===== src/rtl/axi4lite_pkg.sv =====
// rtl/axi4lite_pkg.sv - shared types and constants for the AXI4-Lite register bank
//
// Purpose: response codes, write/read FSM state encodings and latency
//          counter width used by axi4lite_slv_regbank and its sub-modules.
// Ports:   none (package).

package axi4lite_pkg;

  localparam int LAT_W = 4;

  typedef enum logic [1:0] {
    OKAY   = 2'b00,
    SLVERR = 2'b10
  } resp_t;

  typedef enum logic [1:0] {
    WR_IDLE,
    WR_COMMIT,
    WR_WAIT,
    WR_RESP
  } wr_state_t;

  typedef enum logic [1:0] {
    RD_IDLE,
    RD_WAIT,
    RD_RESP
  } rd_state_t;

endpackage


===== src/rtl/axi4lite_resp_delay.sv =====
// rtl/axi4lite_resp_delay.sv - loadable saturating down-counter for response latency
//
// Purpose: holds a response back for a programmable number of cycles.
// Ports:
//   clk      in  clock, rising edge
//   rst_n    in  asynchronous active-low reset
//   load     in  load load_val on the next edge (has priority over counting)
//   load_val in  LAT_W-bit start value
//   done     out count has reached zero

module axi4lite_resp_delay
  import axi4lite_pkg::*;
(
  input  logic             clk,
  input  logic             rst_n,
  input  logic             load,
  input  logic [LAT_W-1:0] load_val,
  output logic             done
);

  logic [LAT_W-1:0] cnt;

  always_ff @(posedge clk or negedge rst_n) begin
    if (!rst_n) begin
      cnt <= '0;
    end else if (load) begin
      cnt <= load_val;
    end else if (cnt != '0) begin
      cnt <= cnt - 1'b1;
    end
  end

  assign done = (cnt == '0);

endmodule


===== src/rtl/axi4lite_slv_regbank.sv =====
// rtl/axi4lite_slv_regbank.sv - parametrised AXI4-Lite slave register bank
//
// Purpose: NUM_REGS x DWIDTH register file behind an AXI4-Lite slave with byte
//          strobes, programmable B/R latency, SLVERR decode and read-only regs.
// Ports:
//   aclk, aresetn                  clock, asynchronous active-low reset
//   awaddr/awvalid/awready         write address channel
//   wdata/wstrb/wvalid/wready      write data channel
//   bresp/bvalid/bready            write response channel
//   araddr/arvalid/arready         read address channel
//   rdata/rresp/rvalid/rready      read data channel
//   reg_q                          flattened registers, reg i at [i*DWIDTH +: DWIDTH]
//   wr_pulse                       one-cycle pulse per reg, cycle after its commit

module axi4lite_slv_regbank
  import axi4lite_pkg::*;
#(
  parameter int                  AWIDTH   = 8,
  parameter int                  DWIDTH   = 16,
  parameter int                  NUM_REGS = 16,
  parameter int                  B_LAT    = 0,
  parameter int                  R_LAT    = 0,
  parameter logic [NUM_REGS-1:0] RO_MASK  = '0,
  parameter logic [DWIDTH-1:0]   RST_VAL  = '0
) (
  input  logic                         aclk,
  input  logic                         aresetn,
  input  logic [AWIDTH-1:0]            awaddr,
  input  logic                         awvalid,
  output logic                         awready,
  input  logic [DWIDTH-1:0]            wdata,
  input  logic [DWIDTH/8-1:0]          wstrb,
  input  logic                         wvalid,
  output logic                         wready,
  output logic [1:0]                   bresp,
  output logic                         bvalid,
  input  logic                         bready,
  input  logic [AWIDTH-1:0]            araddr,
  input  logic                         arvalid,
  output logic                         arready,
  output logic [DWIDTH-1:0]            rdata,
  output logic [1:0]                   rresp,
  output logic                         rvalid,
  input  logic                         rready,
  output logic [NUM_REGS*DWIDTH-1:0]   reg_q,
  output logic [NUM_REGS-1:0]          wr_pulse
);

  localparam int STRB_W   = DWIDTH / 8;
  localparam int ADDR_LSB = $clog2(STRB_W);
  localparam int IDX_W    = (NUM_REGS > 1) ? $clog2(NUM_REGS) : 1;
  localparam logic [AWIDTH:0] NUM_REGS_A = (AWIDTH + 1)'(NUM_REGS);
  // The write counter is loaded during WR_COMMIT, one cycle later than the
  // read counter is loaded relative to its handshake, hence the minus one.
  localparam logic [LAT_W-1:0] B_LOAD = (B_LAT == 0) ? '0 : LAT_W'(B_LAT - 1);
  localparam logic [LAT_W-1:0] R_LOAD = LAT_W'(R_LAT);

  if (DWIDTH != 8 && DWIDTH != 16 && DWIDTH != 32 && DWIDTH != 64) begin : g_bad_dwidth
    $error("axi4lite_slv_regbank: DWIDTH must be 8, 16, 32 or 64");
  end
  if (longint'(NUM_REGS) * STRB_W > (longint'(1) << AWIDTH)) begin : g_bad_size
    $error("axi4lite_slv_regbank: NUM_REGS*(DWIDTH/8) exceeds the address space");
  end
  if (B_LAT < 0 || B_LAT > 15 || R_LAT < 0 || R_LAT > 15) begin : g_bad_lat
    $error("axi4lite_slv_regbank: B_LAT and R_LAT must be in 0..15");
  end

  wr_state_t wr_state, wr_next;
  rd_state_t rd_state, rd_next;

  logic [DWIDTH-1:0] regs [NUM_REGS];
  logic [AWIDTH-1:0] awaddr_q, araddr_q;
  logic [DWIDTH-1:0] wdata_q;
  logic [STRB_W-1:0] wstrb_q;
  logic              aw_held, w_held;
  logic              b_load, b_done, r_load, r_done;

  logic aw_hs, w_hs, ar_hs;
  assign aw_hs = awvalid && awready;
  assign w_hs  = wvalid && wready;
  assign ar_hs = arvalid && arready;

  // Address decode on the captured addresses.
  logic [AWIDTH-1:0] wr_idx, rd_idx;
  logic              wr_in_range, wr_ok, rd_in_range;
  assign wr_idx      = awaddr_q >> ADDR_LSB;
  assign rd_idx      = araddr_q >> ADDR_LSB;
  assign wr_in_range = ({1'b0, wr_idx} < NUM_REGS_A);
  assign rd_in_range = ({1'b0, rd_idx} < NUM_REGS_A);
  assign wr_ok       = wr_in_range && !RO_MASK[wr_idx[IDX_W-1:0]];

  // ---------------- write FSM ----------------
  always_ff @(posedge aclk or negedge aresetn) begin
    if (!aresetn) wr_state <= WR_IDLE;
    else          wr_state <= wr_next;
  end

  always_comb begin
    wr_next = wr_state;
    bvalid  = 1'b0;
    b_load  = 1'b0;
    case (wr_state)
      WR_IDLE:   if ((aw_held || aw_hs) && (w_held || w_hs)) wr_next = WR_COMMIT;
      WR_COMMIT: begin
        b_load  = 1'b1;
        wr_next = (B_LAT == 0) ? WR_RESP : WR_WAIT;
      end
      WR_WAIT:   if (b_done) wr_next = WR_RESP;
      WR_RESP: begin
        bvalid = 1'b1;
        if (bready) wr_next = WR_IDLE;
      end
      default:   wr_next = WR_IDLE;
    endcase
  end

  // AW and W are accepted independently; each ready stays low once its beat
  // is held, and both reopen on the edge that completes the B handshake.
  always_ff @(posedge aclk or negedge aresetn) begin
    if (!aresetn) begin
      awready  <= 1'b0;
      wready   <= 1'b0;
      aw_held  <= 1'b0;
      w_held   <= 1'b0;
      awaddr_q <= '0;
      wdata_q  <= '0;
      wstrb_q  <= '0;
    end else if (wr_state == WR_RESP && bready) begin
      awready <= 1'b1;
      wready  <= 1'b1;
      aw_held <= 1'b0;
      w_held  <= 1'b0;
    end else begin
      if (aw_hs) begin
        awready  <= 1'b0;
        aw_held  <= 1'b1;
        awaddr_q <= awaddr;
      end else if (wr_state == WR_IDLE && !aw_held) begin
        awready <= 1'b1;
      end
      if (w_hs) begin
        wready  <= 1'b0;
        w_held  <= 1'b1;
        wdata_q <= wdata;
        wstrb_q <= wstrb;
      end else if (wr_state == WR_IDLE && !w_held) begin
        wready <= 1'b1;
      end
    end
  end

  // Register commit, write response code and commit pulse.
  always_ff @(posedge aclk or negedge aresetn) begin
    if (!aresetn) begin
      for (int k = 0; k < NUM_REGS; k++) regs[k] <= RST_VAL;
      bresp    <= '0;
      wr_pulse <= '0;
    end else begin
      wr_pulse <= '0;
      if (wr_state == WR_COMMIT) begin
        bresp <= wr_ok ? OKAY : SLVERR;
        for (int k = 0; k < NUM_REGS; k++) begin
          if (wr_ok && wr_idx[IDX_W-1:0] == IDX_W'(k)) begin
            wr_pulse[k] <= 1'b1;
            for (int b = 0; b < STRB_W; b++) begin
              if (wstrb_q[b]) regs[k][b*8 +: 8] <= wdata_q[b*8 +: 8];
            end
          end
        end
      end
    end
  end

  axi4lite_resp_delay u_b_delay (
    .clk      (aclk),
    .rst_n    (aresetn),
    .load     (b_load),
    .load_val (B_LOAD),
    .done     (b_done)
  );

  // ---------------- read FSM ----------------
  always_ff @(posedge aclk or negedge aresetn) begin
    if (!aresetn) rd_state <= RD_IDLE;
    else          rd_state <= rd_next;
  end

  always_comb begin
    rd_next = rd_state;
    rvalid  = 1'b0;
    r_load  = 1'b0;
    case (rd_state)
      RD_IDLE: if (ar_hs) begin
        r_load  = 1'b1;
        rd_next = RD_WAIT;
      end
      RD_WAIT: if (r_done) rd_next = RD_RESP;
      RD_RESP: begin
        rvalid = 1'b1;
        if (rready) rd_next = RD_IDLE;
      end
      default: rd_next = RD_IDLE;
    endcase
  end

  // rdata samples regs with a non-blocking read, so a commit on the same edge
  // to the same register is not visible to this read.
  always_ff @(posedge aclk or negedge aresetn) begin
    if (!aresetn) begin
      arready  <= 1'b0;
      araddr_q <= '0;
      rdata    <= '0;
      rresp    <= '0;
    end else begin
      if (rd_state == RD_RESP && rready) begin
        arready <= 1'b1;
      end else if (ar_hs) begin
        arready  <= 1'b0;
        araddr_q <= araddr;
      end else if (rd_state == RD_IDLE) begin
        arready <= 1'b1;
      end
      if (rd_state == RD_WAIT && r_done) begin
        rresp <= rd_in_range ? OKAY : SLVERR;
        rdata <= rd_in_range ? regs[rd_idx[IDX_W-1:0]] : '0;
      end
    end
  end

  axi4lite_resp_delay u_r_delay (
    .clk      (aclk),
    .rst_n    (aresetn),
    .load     (r_load),
    .load_val (R_LOAD),
    .done     (r_done)
  );

  for (genvar i = 0; i < NUM_REGS; i++) begin : g_reg_q
    assign reg_q[i*DWIDTH +: DWIDTH] = regs[i];
  end

endmodule


===== config.mk =====
export PLATFORM = sky130hd
export DESIGN_NAME = axi4lite_slv_regbank
export DESIGN_NICKNAME = d
export VERILOG_FILES = /design/src/rtl/axi4lite_pkg.sv /design/src/rtl/axi4lite_resp_delay.sv /design/src/rtl/axi4lite_slv_regbank.sv
export SDC_FILE = /design/constraint.sdc
export NUM_CORES = 1
export LEC_CHECK = 0
export ABC_AREA = 1
export CAP_MARGIN = 20
export CORE_AREA = 2 2 192 194
export CTS_CLUSTER_SIZE = 25
export DETAILED_ROUTE_END_ITERATION = 6
export DIE_AREA = 0 0 194 196
export PLACE_DENSITY = 0.76
export SLEW_MARGIN = 0
export SYNTH_ARGS = -nofsm -noshare
export SYNTH_HDL_FRONTEND = slang
export SYNTH_SLANG_ARGS = --single-unit

===== constraint.sdc =====
create_clock -name aclk -period 2.2 [get_ports aclk]
set_input_delay 0.33 -clock aclk [delete_from_list [all_inputs] [get_ports aclk]]
set_output_delay 0.33 -clock aclk [all_outputs]
set_load 0.01 [all_outputs]

### After elaboration in Yosys (flattened, before gate mapping)

Memories as Yosys holds them, arrays and structs flattened.
Index checks and enable logic that the tools add are counted.

| word-level totals | value |
|---|---|
| memories | 1 |
| output and inout port bits | 297 |
| RAM bits | 0 |
| input bits | 41 |
| register bits after elaboration | 343 |
| logic and storage cells | 221 |
| bits in latches | 0 |
| bits in read-only memories | 16 |

| operators by class | value |
|---|---|
| bitwise gates (word level) | 3 |
| add/sub/neg operators | 2 |
| shift operators | 0 |
| $mul | 0 |
| equality and inequality tests | 26 |
| mux-type cells | 54 |
| reduce and logical (&&, ||, !) cells | 82 |
| div/mod/pow operators | 0 |
| magnitude comparators | 4 |

Memory list:

| name | depth | bits a word | rd ports | clocked after memory_dff | wr ports | RTL line | source |
|---|---|---|---|---|---|---|---|
| (no name shown) | 16 | 1 | 1 | 0 | 0 | axi4lite_slv_regbank.sv:90 | `assign wr_ok = wr_in_range && !RO_MASK[wr_idx[IDX_W-1:0]];` |

Operators with widths:

| cell | count |
|---|---|
| 3-bit AND reduction | 34 |
| 16-bit binary-select mux with 4-bit select | 1 |
| 16-bit 2-to-1 mux | 4 |
| 1-bit 2-to-1 mux | 35 |
| 4-bit equality test, second input constant | 8 |
| 1-bit logical AND | 26 |
| 4-bit by 3-bit equality test with 1-bit output, second input constant | 4 |
| 2-bit 2-to-1 mux | 8 |
| 4-bit 2-to-1 mux | 4 |
| 7-bit by 5-bit less-than comparator with 1-bit output, second input constant | 2 |
| 4-bit logical NOT | 3 |
| 2-bit != test, second input constant | 6 |
| 3-bit nonzero test | 3 |
| 4-bit by 2-bit equality test with 1-bit output, second input constant | 2 |
| 2-bit case mux with 4 select lines | 1 |
| 2-bit nonzero test | 4 |
| 4-bit nonzero test | 2 |
| 4-bit by 1-bit subtractor with 4-bit output, second input constant | 2 |
| 2-bit equality test, second input constant | 3 |
| 2-bit case mux with 3 select lines | 1 |
| 2-bit AND reduction | 3 |
| 5-bit greater-or-equal comparator, second input constant | 1 |
| 4-bit by 5-bit less-than comparator with 1-bit output, second input constant | 1 |
| 4-bit NOT with 5-bit output | 1 |
| 6 further kinds | 12 |

### Depth between registers and ports, before layout

Gate-level depths: netlist of the first run.

| depth | value |
|---|---|
| word-level depth | 7 |
| depth in mapped cells | 11 |
| depth with buffers taken out | 9 |

### Modules after synthesis

A second synthesis of the first run with hierarchy kept.

| unflattened totals | value |
|---|---|
| cells, all modules | 2007 |
| area total of the unflattened synthesis | 15841.4 um^2 |

Modules (own cells, without submodules):

| module | area each (um^2) | cells an instance | seq. area each (um^2) | instances |
|---|---|---|---|---|
| axi4lite_slv_regbank | 15351.0 | 1939 | 8282.9 | 1 |
| axi4lite_resp_delay (u_r_delay) | 247.7 | 34 | 100.1 | 1 |
| axi4lite_resp_delay (u_b_delay) | 242.7 | 34 | 100.1 | 1 |

### Worst setup path after synthesis of the first run

No wires, ideal clock.

| timing | value |
|---|---|
| kind | reg2reg |
| start point | reg wr_state[1] |
| end point | reg regs, in the netlist reg_q[221] |
| stages on the path, launching flop included | 9 |
| path slack | 0.510 ns |
| library setup time | 0.133 ns |
| required time | 2.067 ns |
| buffers on the path | 1 |
| period minus slack after synthesis | 1.690 ns |
| arrival time | 1.557 ns |
| cell sequence | dfrtp_1 > inv_1 > ha_1 > nand3_1 > nor2_2 > nand2_2 > buf_2 > nand2_1 > o21ai_1 |

| on the way | value |
|---|---|
| word-level cells in the longest chain between the ends | 2 |

Ends and longest elaborated chain:

| item | RTL line | source |
|---|---|---|
| start, declared | axi4lite_slv_regbank.sv:68 | `wr_state_t wr_state, wr_next;` |
| start signal, assigned | axi4lite_slv_regbank.sv:95 | `else wr_state <= wr_next;` |
| 2-bit by 1-bit equality test with 1-bit output | axi4lite_slv_regbank.sv:160 | `if (wr_state == WR_COMMIT) begin` |
| 3-bit AND reduction (no source line) | - |  |
| end signal, assigned by index | axi4lite_slv_regbank.sv:166 | `if (wstrb_q[b]) regs[k][b*8 +: 8] <= wdata_q[b*8 +: 8];` |
| end, declared | axi4lite_slv_regbank.sv:71 | `logic [DWIDTH-1:0] regs [NUM_REGS];` |

Every way passes these cells.
A chain may end at the register's enable or synchronous reset.

### Worst setup path after layout of the first run

| timing | value |
|---|---|
| start point | reg awaddr_q[7] |
| end point | reg regs, in the netlist reg_q[194] |

| on the way | value |
|---|---|
| word-level cells in the longest chain between the ends | 4 |

Ends and longest elaborated chain:

| item | RTL line | source |
|---|---|---|
| start, declared | axi4lite_slv_regbank.sv:72 | `logic [AWIDTH-1:0] awaddr_q, araddr_q;` |
| start signal, assigned | axi4lite_slv_regbank.sv:137 | `awaddr_q <= awaddr;` |
| 7-bit by 5-bit less-than comparator with 1-bit output | axi4lite_slv_regbank.sv:88 | `assign wr_in_range = ({1'b0, wr_idx} < NUM_REGS_A);` |
| 1-bit logical AND | axi4lite_slv_regbank.sv:90 |  |
| 1-bit logical AND | axi4lite_slv_regbank.sv:163 | `if (wr_ok && wr_idx[IDX_W-1:0] == IDX_W'(k)) begin` |
| 3-bit AND reduction (no source line) | - |  |

Every way passes these cells.

==> results of run 1 <==
where the power goes:
group / switching [uW] / total [uW] / leakage, uW / internal (uW)
Combinational: 7750 / 13000 / 0.00461 / 5210
Sequential: 1720 / 9770 / 0.00458 / 8050
Clock: 2510 / 6510 / 0.000630 / 4000
critical path, stage by stage, from the launching register on:
cell     delay [ps]
dfrtp_1         380
or2_4           270
nor2_4          240
nand3_2         260
nor2_2          170
nand2_1         330
nand2_1         160
o21ai_0         100
repair_timing:
action	4_1_cts	5_1_grt
hold buffers	1	0
endpoints found under the hold margin	44	0
gates resized for setup	0	6
setup endpoints to repair	0	42
buffers inserted	0	3
per-layer routing:
layer / share of wire (%) / GRT usage [%] / routed length (um) / vias to the layer above
li1: - / - / - / 6845
met3: 9.1 / 5.95 / 4910 / 107
met2: 46 / 43.9 / 24600 / 669
met5: 0 / 0 / 0 / -
met1: 42 / 39.1 / 22700 / 7113
met4: 3.3 / 9.29 / 1760 / 0
stage by stage:
| stage | area, um2 | instances | setup slack (ps) |
|---|---|---|---|
| after floorplan | 16000 | 1986 | 510 |
| after global placement | 19800 | 2714 | 181 |
| after detailed placement | 19800 | 2714 | 112 |
| after CTS | 21100 | 2781 | 91.9 |
| after global routing | 21200 | 2784 | -25.8 |
| final | 21200 | 2784 | 136 |
cell families after synthesis:
family	Yosys count	share of synthesized area [%]
simple gates	985	26.3
buf+inv	351	9.11
flops	339	52.9
compound gates	293	10.5
fa+ha+maj	7	0.546
mux	6	0.421
xor+xnor	3	0.164
other cells	1	0.0234
registers in the layout, summed over array words and instances (netlist names), 2 cells and up:
signal         count
u_b_delay.cnt      4
rd_state           2
awaddr_q           7
reg_q            256
araddr_q           7
wdata_q           16
wstrb_q            2
wr_state           2
rdata             16
u_r_delay.cnt      4
wr_pulse          16
layout make-up:
type,count,share of cell area (%)
timing repair buffer,375,18.0
multi-input combinational,1296,28.9
clock buffer,53,5.09
inverter,240,4.26
tap,468,2.76
clock inverter,13,0.915
sequential,339,40.1
how the worst min path moves through the flow:
stage / to / slack, ps
detailed placement: reg_q[250] / 300
floorplan: araddr_q[1] / 30
global route: reg_q[184] / 380
finish: reg_q[235] / 350
CTS: reg_q[12] / 340
global placement: reg_q[250] / 290
cell usage in the layout (no fill, tap or decap), drive strengths merged:
cell type / count
nand2: 712
o21a: 1
dfrtp: 339
mux2: 6
bufinv: 5
o21ai: 269
clkinv: 8
ha: 7
nand4: 1
conb: 2
nor3: 4
buf: 42
or2: 1
clkbuf: 53
dlygate4sd3: 1
inv: 240
nor4: 1
clkdlybuf4s50: 332
o31ai: 1
nor2: 59
a21oi: 22
xnor2: 3
nand3: 207
==> run summary, run 1 <==
per-cell routed wire length -> 19.4 um
GPL Wtd Cong -> 0.901
crit path kind -> reg2reg
startpoint types -> register
Post-synth ARST share -> 100%
DRT Pass-1 Iters -> 5
most frequent cell after synthesis -> nand2_1
end of the critical path -> reg_q[194]
largest net degree at the start of global routing -> 129
Initial DRC Count -> 1170
Final Max Tran Viols -> 0
fmax -> 484 MHz
Worst-Skew Late Latency -> 520 ps
Final Util -> 58.7%
IO Port Bufs -> 333
multi-input logic area -> 0.00612 mm2
Root Buffer -> clkbuf_16
sequential element share of the synthesized area -> 52.9%
Hold Fails Final Rpt -> 0
Tmin final -> 2060 ps
drt total wl -> 53.9 mm
number of maximum-capacitance violations -> 0
P&R area growth vs syn -> 32.2%
Post-route DRC -> 0
Worst Setup SP -> awaddr_q[7]
initial antenna violation count -> 0
Worst Skew -> 13.3 ps
Yosys top cell by area -> dfrtp_1
CTS clk-pin slew, worst paths -> 60 ps
vias in the first global route -> 14300
worst min path class -> in2async
Leak -> 0.00982 uW
CTS tree -> done
Row Count -> 70
total track usage -> 28.1%
worst-path fanout max -> 16
first-pass GRT wire length -> 83.0 mm
Core Area -> 0.0361 mm2
synthesized area -> 0.0160 mm2
Ports -> 338
vias -> 14700
Clock Sinks -> 339
Post-synth EDFFs -> 0
FF+latch count, synth -> 339
Reg area -> 0.00849 mm2
Synth Instances -> 1985
pwr dens -> 1380 mW/mm2
top cells by count, synth -> 678 x nand2_1, 339 x dfrtp_1, 239 x inv_1
Required @ worst endpoint -> 2560 ps
die width -> 194 um
WHS -> 345 ps
Slew headroom -> 38.3%
R2R setup slack -> 140 ps
nets@finish -> 2337
reg2reg start -> awaddr_q[7]
Distinct cells, synth -> 32
Total Neg Setup Slack -> 0 ps
Final setup violation count -> 0
Post-DP HPWL -> 37.8 mm
R2R cell count -> 7
Vias/cell -> 5.29
largest cells by area after synthesis -> dfrtp_1 53%, nand2_1 16%, nand3_1 6.3%, inv_1 5.6%, o21ai_1 3.7%
critical path data arrival time -> 2420 ps
dominant synthesized flop cell -> dfrtp_1
outcome -> complete, no violations
Synth warnings -> 0
final total power -> 29200 uW
Peak VDD IR -> 0.900 mV
Die Ht -> 196 um
Crit. End Element -> register
fin crit share -> 93.8%
reg2reg end -> reg_q[194]
average size of a mapped cell -> 8.08 um2
post-route ant nets -> 0
RSZ-0062 raised after global routing -> true
Filler Cell Count -> 3164
die area -> 0.0380 mm2
clock buffer depth -> 3
cts bufs inserted -> 37
layout cells sized above 1 -> 9.63%
Initial Util -> 44.4%
top cell type's share of synthesized area -> 52.9%
Tightest Pin Transition -> 924 ps
H-tree depth -> 2
total grt overflow -> 0
n_diodes -> 0
(Power assumes the default switching activity.)
==> inputs of run 2 (changes only) <==
--- a/config.mk
+++ b/config.mk
@@ -11,7 +11,7 @@
 export CTS_CLUSTER_SIZE = 25
 export DETAILED_ROUTE_END_ITERATION = 6
 export DIE_AREA = 0 0 194 196
-export PLACE_DENSITY = 0.76
+export PLACE_DENSITY = 0.71
 export SLEW_MARGIN = 0
 export SYNTH_ARGS = -nofsm -noshare
 export SYNTH_HDL_FRONTEND = slang
==> run summary, run 2 (synthesis gave the netlist of run 1 again) <==
outcome -> complete, no violations (unchanged)
Vias/cell -> 5.21 (was 5.29)
Tmin final -> 2070 ps (was 2060 ps)
Final setup violation count -> 0 (unchanged)
post-route ant nets -> 0 (unchanged)
total grt overflow -> 0 (unchanged)
vias in the first global route -> 13800 (was 14300)
Reg area -> 0.00849 mm2 (unchanged)
Tightest Pin Transition -> 889 ps (was 924 ps)
worst-path fanout max -> 16 (unchanged)
Hold Path Origin -> araddr[6]
most common cell after layout, fill and taps aside -> nand2_1 (unchanged)
per-cell routed wire length -> 19.2 um (was 19.4 um)
DRT Pass-1 Iters -> 5 (unchanged)
R2R setup slack -> 130 ps (was 140 ps)
Ports -> 338 (unchanged)
number of flip-flops in the largest register -> 256 (unchanged)
vias -> 14600 (was 14700)
die width -> 194 um (unchanged)
total track usage -> 27.8% (was 28.1%)
pwr dens -> 1380 mW/mm2 (about the same)
reg2reg start -> wr_state[1] (was awaddr_q[7])
number of maximum-capacitance violations -> 0 (unchanged)
GPL Wtd Cong -> 0.907 (was 0.901)
final total power -> 29200 uW (about the same)
Post-route DRC -> 0 (unchanged)
Worst-Skew Late Latency -> 520 ps (about the same)
CTS tree -> done (unchanged)
startpoint types -> register (unchanged)
P&R area growth vs syn -> 32.3% (was 32.2%)
Clock Sinks -> 339 (unchanged)
R2R cell count -> 7 (unchanged)
crit path kind -> reg2reg (unchanged)
Leak -> 0.00984 uW (was 0.00982 uW)
reg2reg end -> reg_q[215] (was reg_q[194])
clock buffer depth -> 3 (unchanged)
Peak VDD IR -> 0.785 mV (was 0.900 mV)
Initial Util -> 44.4% (unchanged)
most frequent cells in the layout -> 678 x nand2_1, 337 x dfrtp_1, 332 x clkdlybuf4s50_1 (unchanged)
initial antenna violation count -> 0 (unchanged)
final cell count without fillers -> 2793 (was 2784)
multi-input logic area -> 0.00610 mm2 (was 0.00612 mm2)
worst min path class -> in2reg (was in2async)
fin crit share -> 94.0% (was 93.8%)
Die Ht -> 196 um (unchanged)
nets@finish -> 2344 (was 2337)
Final Max Tran Viols -> 0 (unchanged)
layout cells sized above 1 -> 9.76% (was 9.63%)
Row Count -> 70 (unchanged)
Filler Cell Count -> 3181 (was 3164)
RSZ-0062 raised after global routing -> true (unchanged)
IO Port Bufs -> 333 (unchanged)
Area after DPL -> 0.0199 mm2 (was 0.0198 mm2)
Crit. End Element -> register (unchanged)
Post-DP HPWL -> 37.5 mm (was 37.8 mm)
fmax -> 484 MHz (about the same)
hold path cells -> 3
n_diodes -> 0 (unchanged)
CTS clk-pin slew, worst paths -> 60 ps (about the same)
cts bufs inserted -> 38 (was 37)
Hold Fails Final Rpt -> 0 (unchanged)
Root Buffer -> clkbuf_16 (unchanged)
Core Area -> 0.0361 mm2 (unchanged)
Hold EP -> araddr_q[6]
critical path data arrival time -> 2440 ps (was 2420 ps)
drt total wl -> 53.6 mm (was 53.9 mm)
Required @ worst endpoint -> 2570 ps (was 2560 ps)
Slew headroom -> 40.7% (was 38.3%)
die area -> 0.0380 mm2 (unchanged)
Worst Skew -> 13.6 ps (was 13.3 ps)
Initial DRC Count -> 1180 (was 1170)
H-tree depth -> 2 (unchanged)
placed instance count -> 2723 (was 2714)
largest net degree at the start of global routing -> 80 (was 129)
first-pass GRT wire length -> 82.2 mm (was 83.0 mm)
fin area -> 0.0212 mm2 (about the same)
-- run 2: repair_timing --
item                       CTS  global route
setup endpoints to repair    0            23
hold buffers                 1             0
gates resized for setup      0             2
buffers inserted             0             0
hold endpoints to repair    55             0
-- run 2: area by class of cell --
class                      instances  area share, %
sequential                       339           40.0
multi-input combinational       1296           28.8
timing repair buffer             381           18.1
clock buffer                      60           5.51
inverter                         240           4.26
tap                              468           2.76
clock inverter                     9          0.578
-- run 2: how the worst max path moves through the flow --
| stage | to | cells past startpoint | start |
|---|---|---|---|
| after detailed placement | reg_q[202] | 6 | awaddr_q[7] |
| after global routing | reg_q[202] | 6 | awaddr_q[7] |
| after floorplan | reg_q[221] | 8 | wr_state[1] |
| after CTS | reg_q[202] | 6 | awaddr_q[7] |
| final | reg_q[215] | 7 | wr_state[1] |
| after global placement | reg_q[103] | 9 | wr_state[1] |
-- run 2: power by group --
group | total (uW) | internal [uW] | switching (uW)
combinational | 12900 | 5200 | 7730
sequential | 9720 | 8050 | 1670
clock | 6510 | 3990 | 2520
total | 29200 | 17200 | 11900
-- run 2: worst max-delay path, cell delays in order (launching register included) --
cell and delay [ps]:
dfrtp_1 400, inv_1 110, ha_1 320, nand3_1 310, nor2_2 330, nand2_2 260, nand2_1 130, o21ai_1 70
-- run 2: routing by layer --
metal,GRT usage [%],part of all wire (%),up-vias
met5,0,0,-
met4,7.24,2.3,0
met3,5.31,9.0,76
met2,43.5,46,680
met1,39.9,42,6959
li1,-,-,6844
-- run 2: through the flow --
stage               util, %  TNS (ps)  worst slack [ps]  hold slack (ps)
finish                 58.8         0               132              385
global route           58.8      -482             -81.5              395
CTS                    58.7         0               128              368
detailed placement     55.1         0               162              354
global placement       55.1         0               220              354
floorplan                 -         0               510             34.4
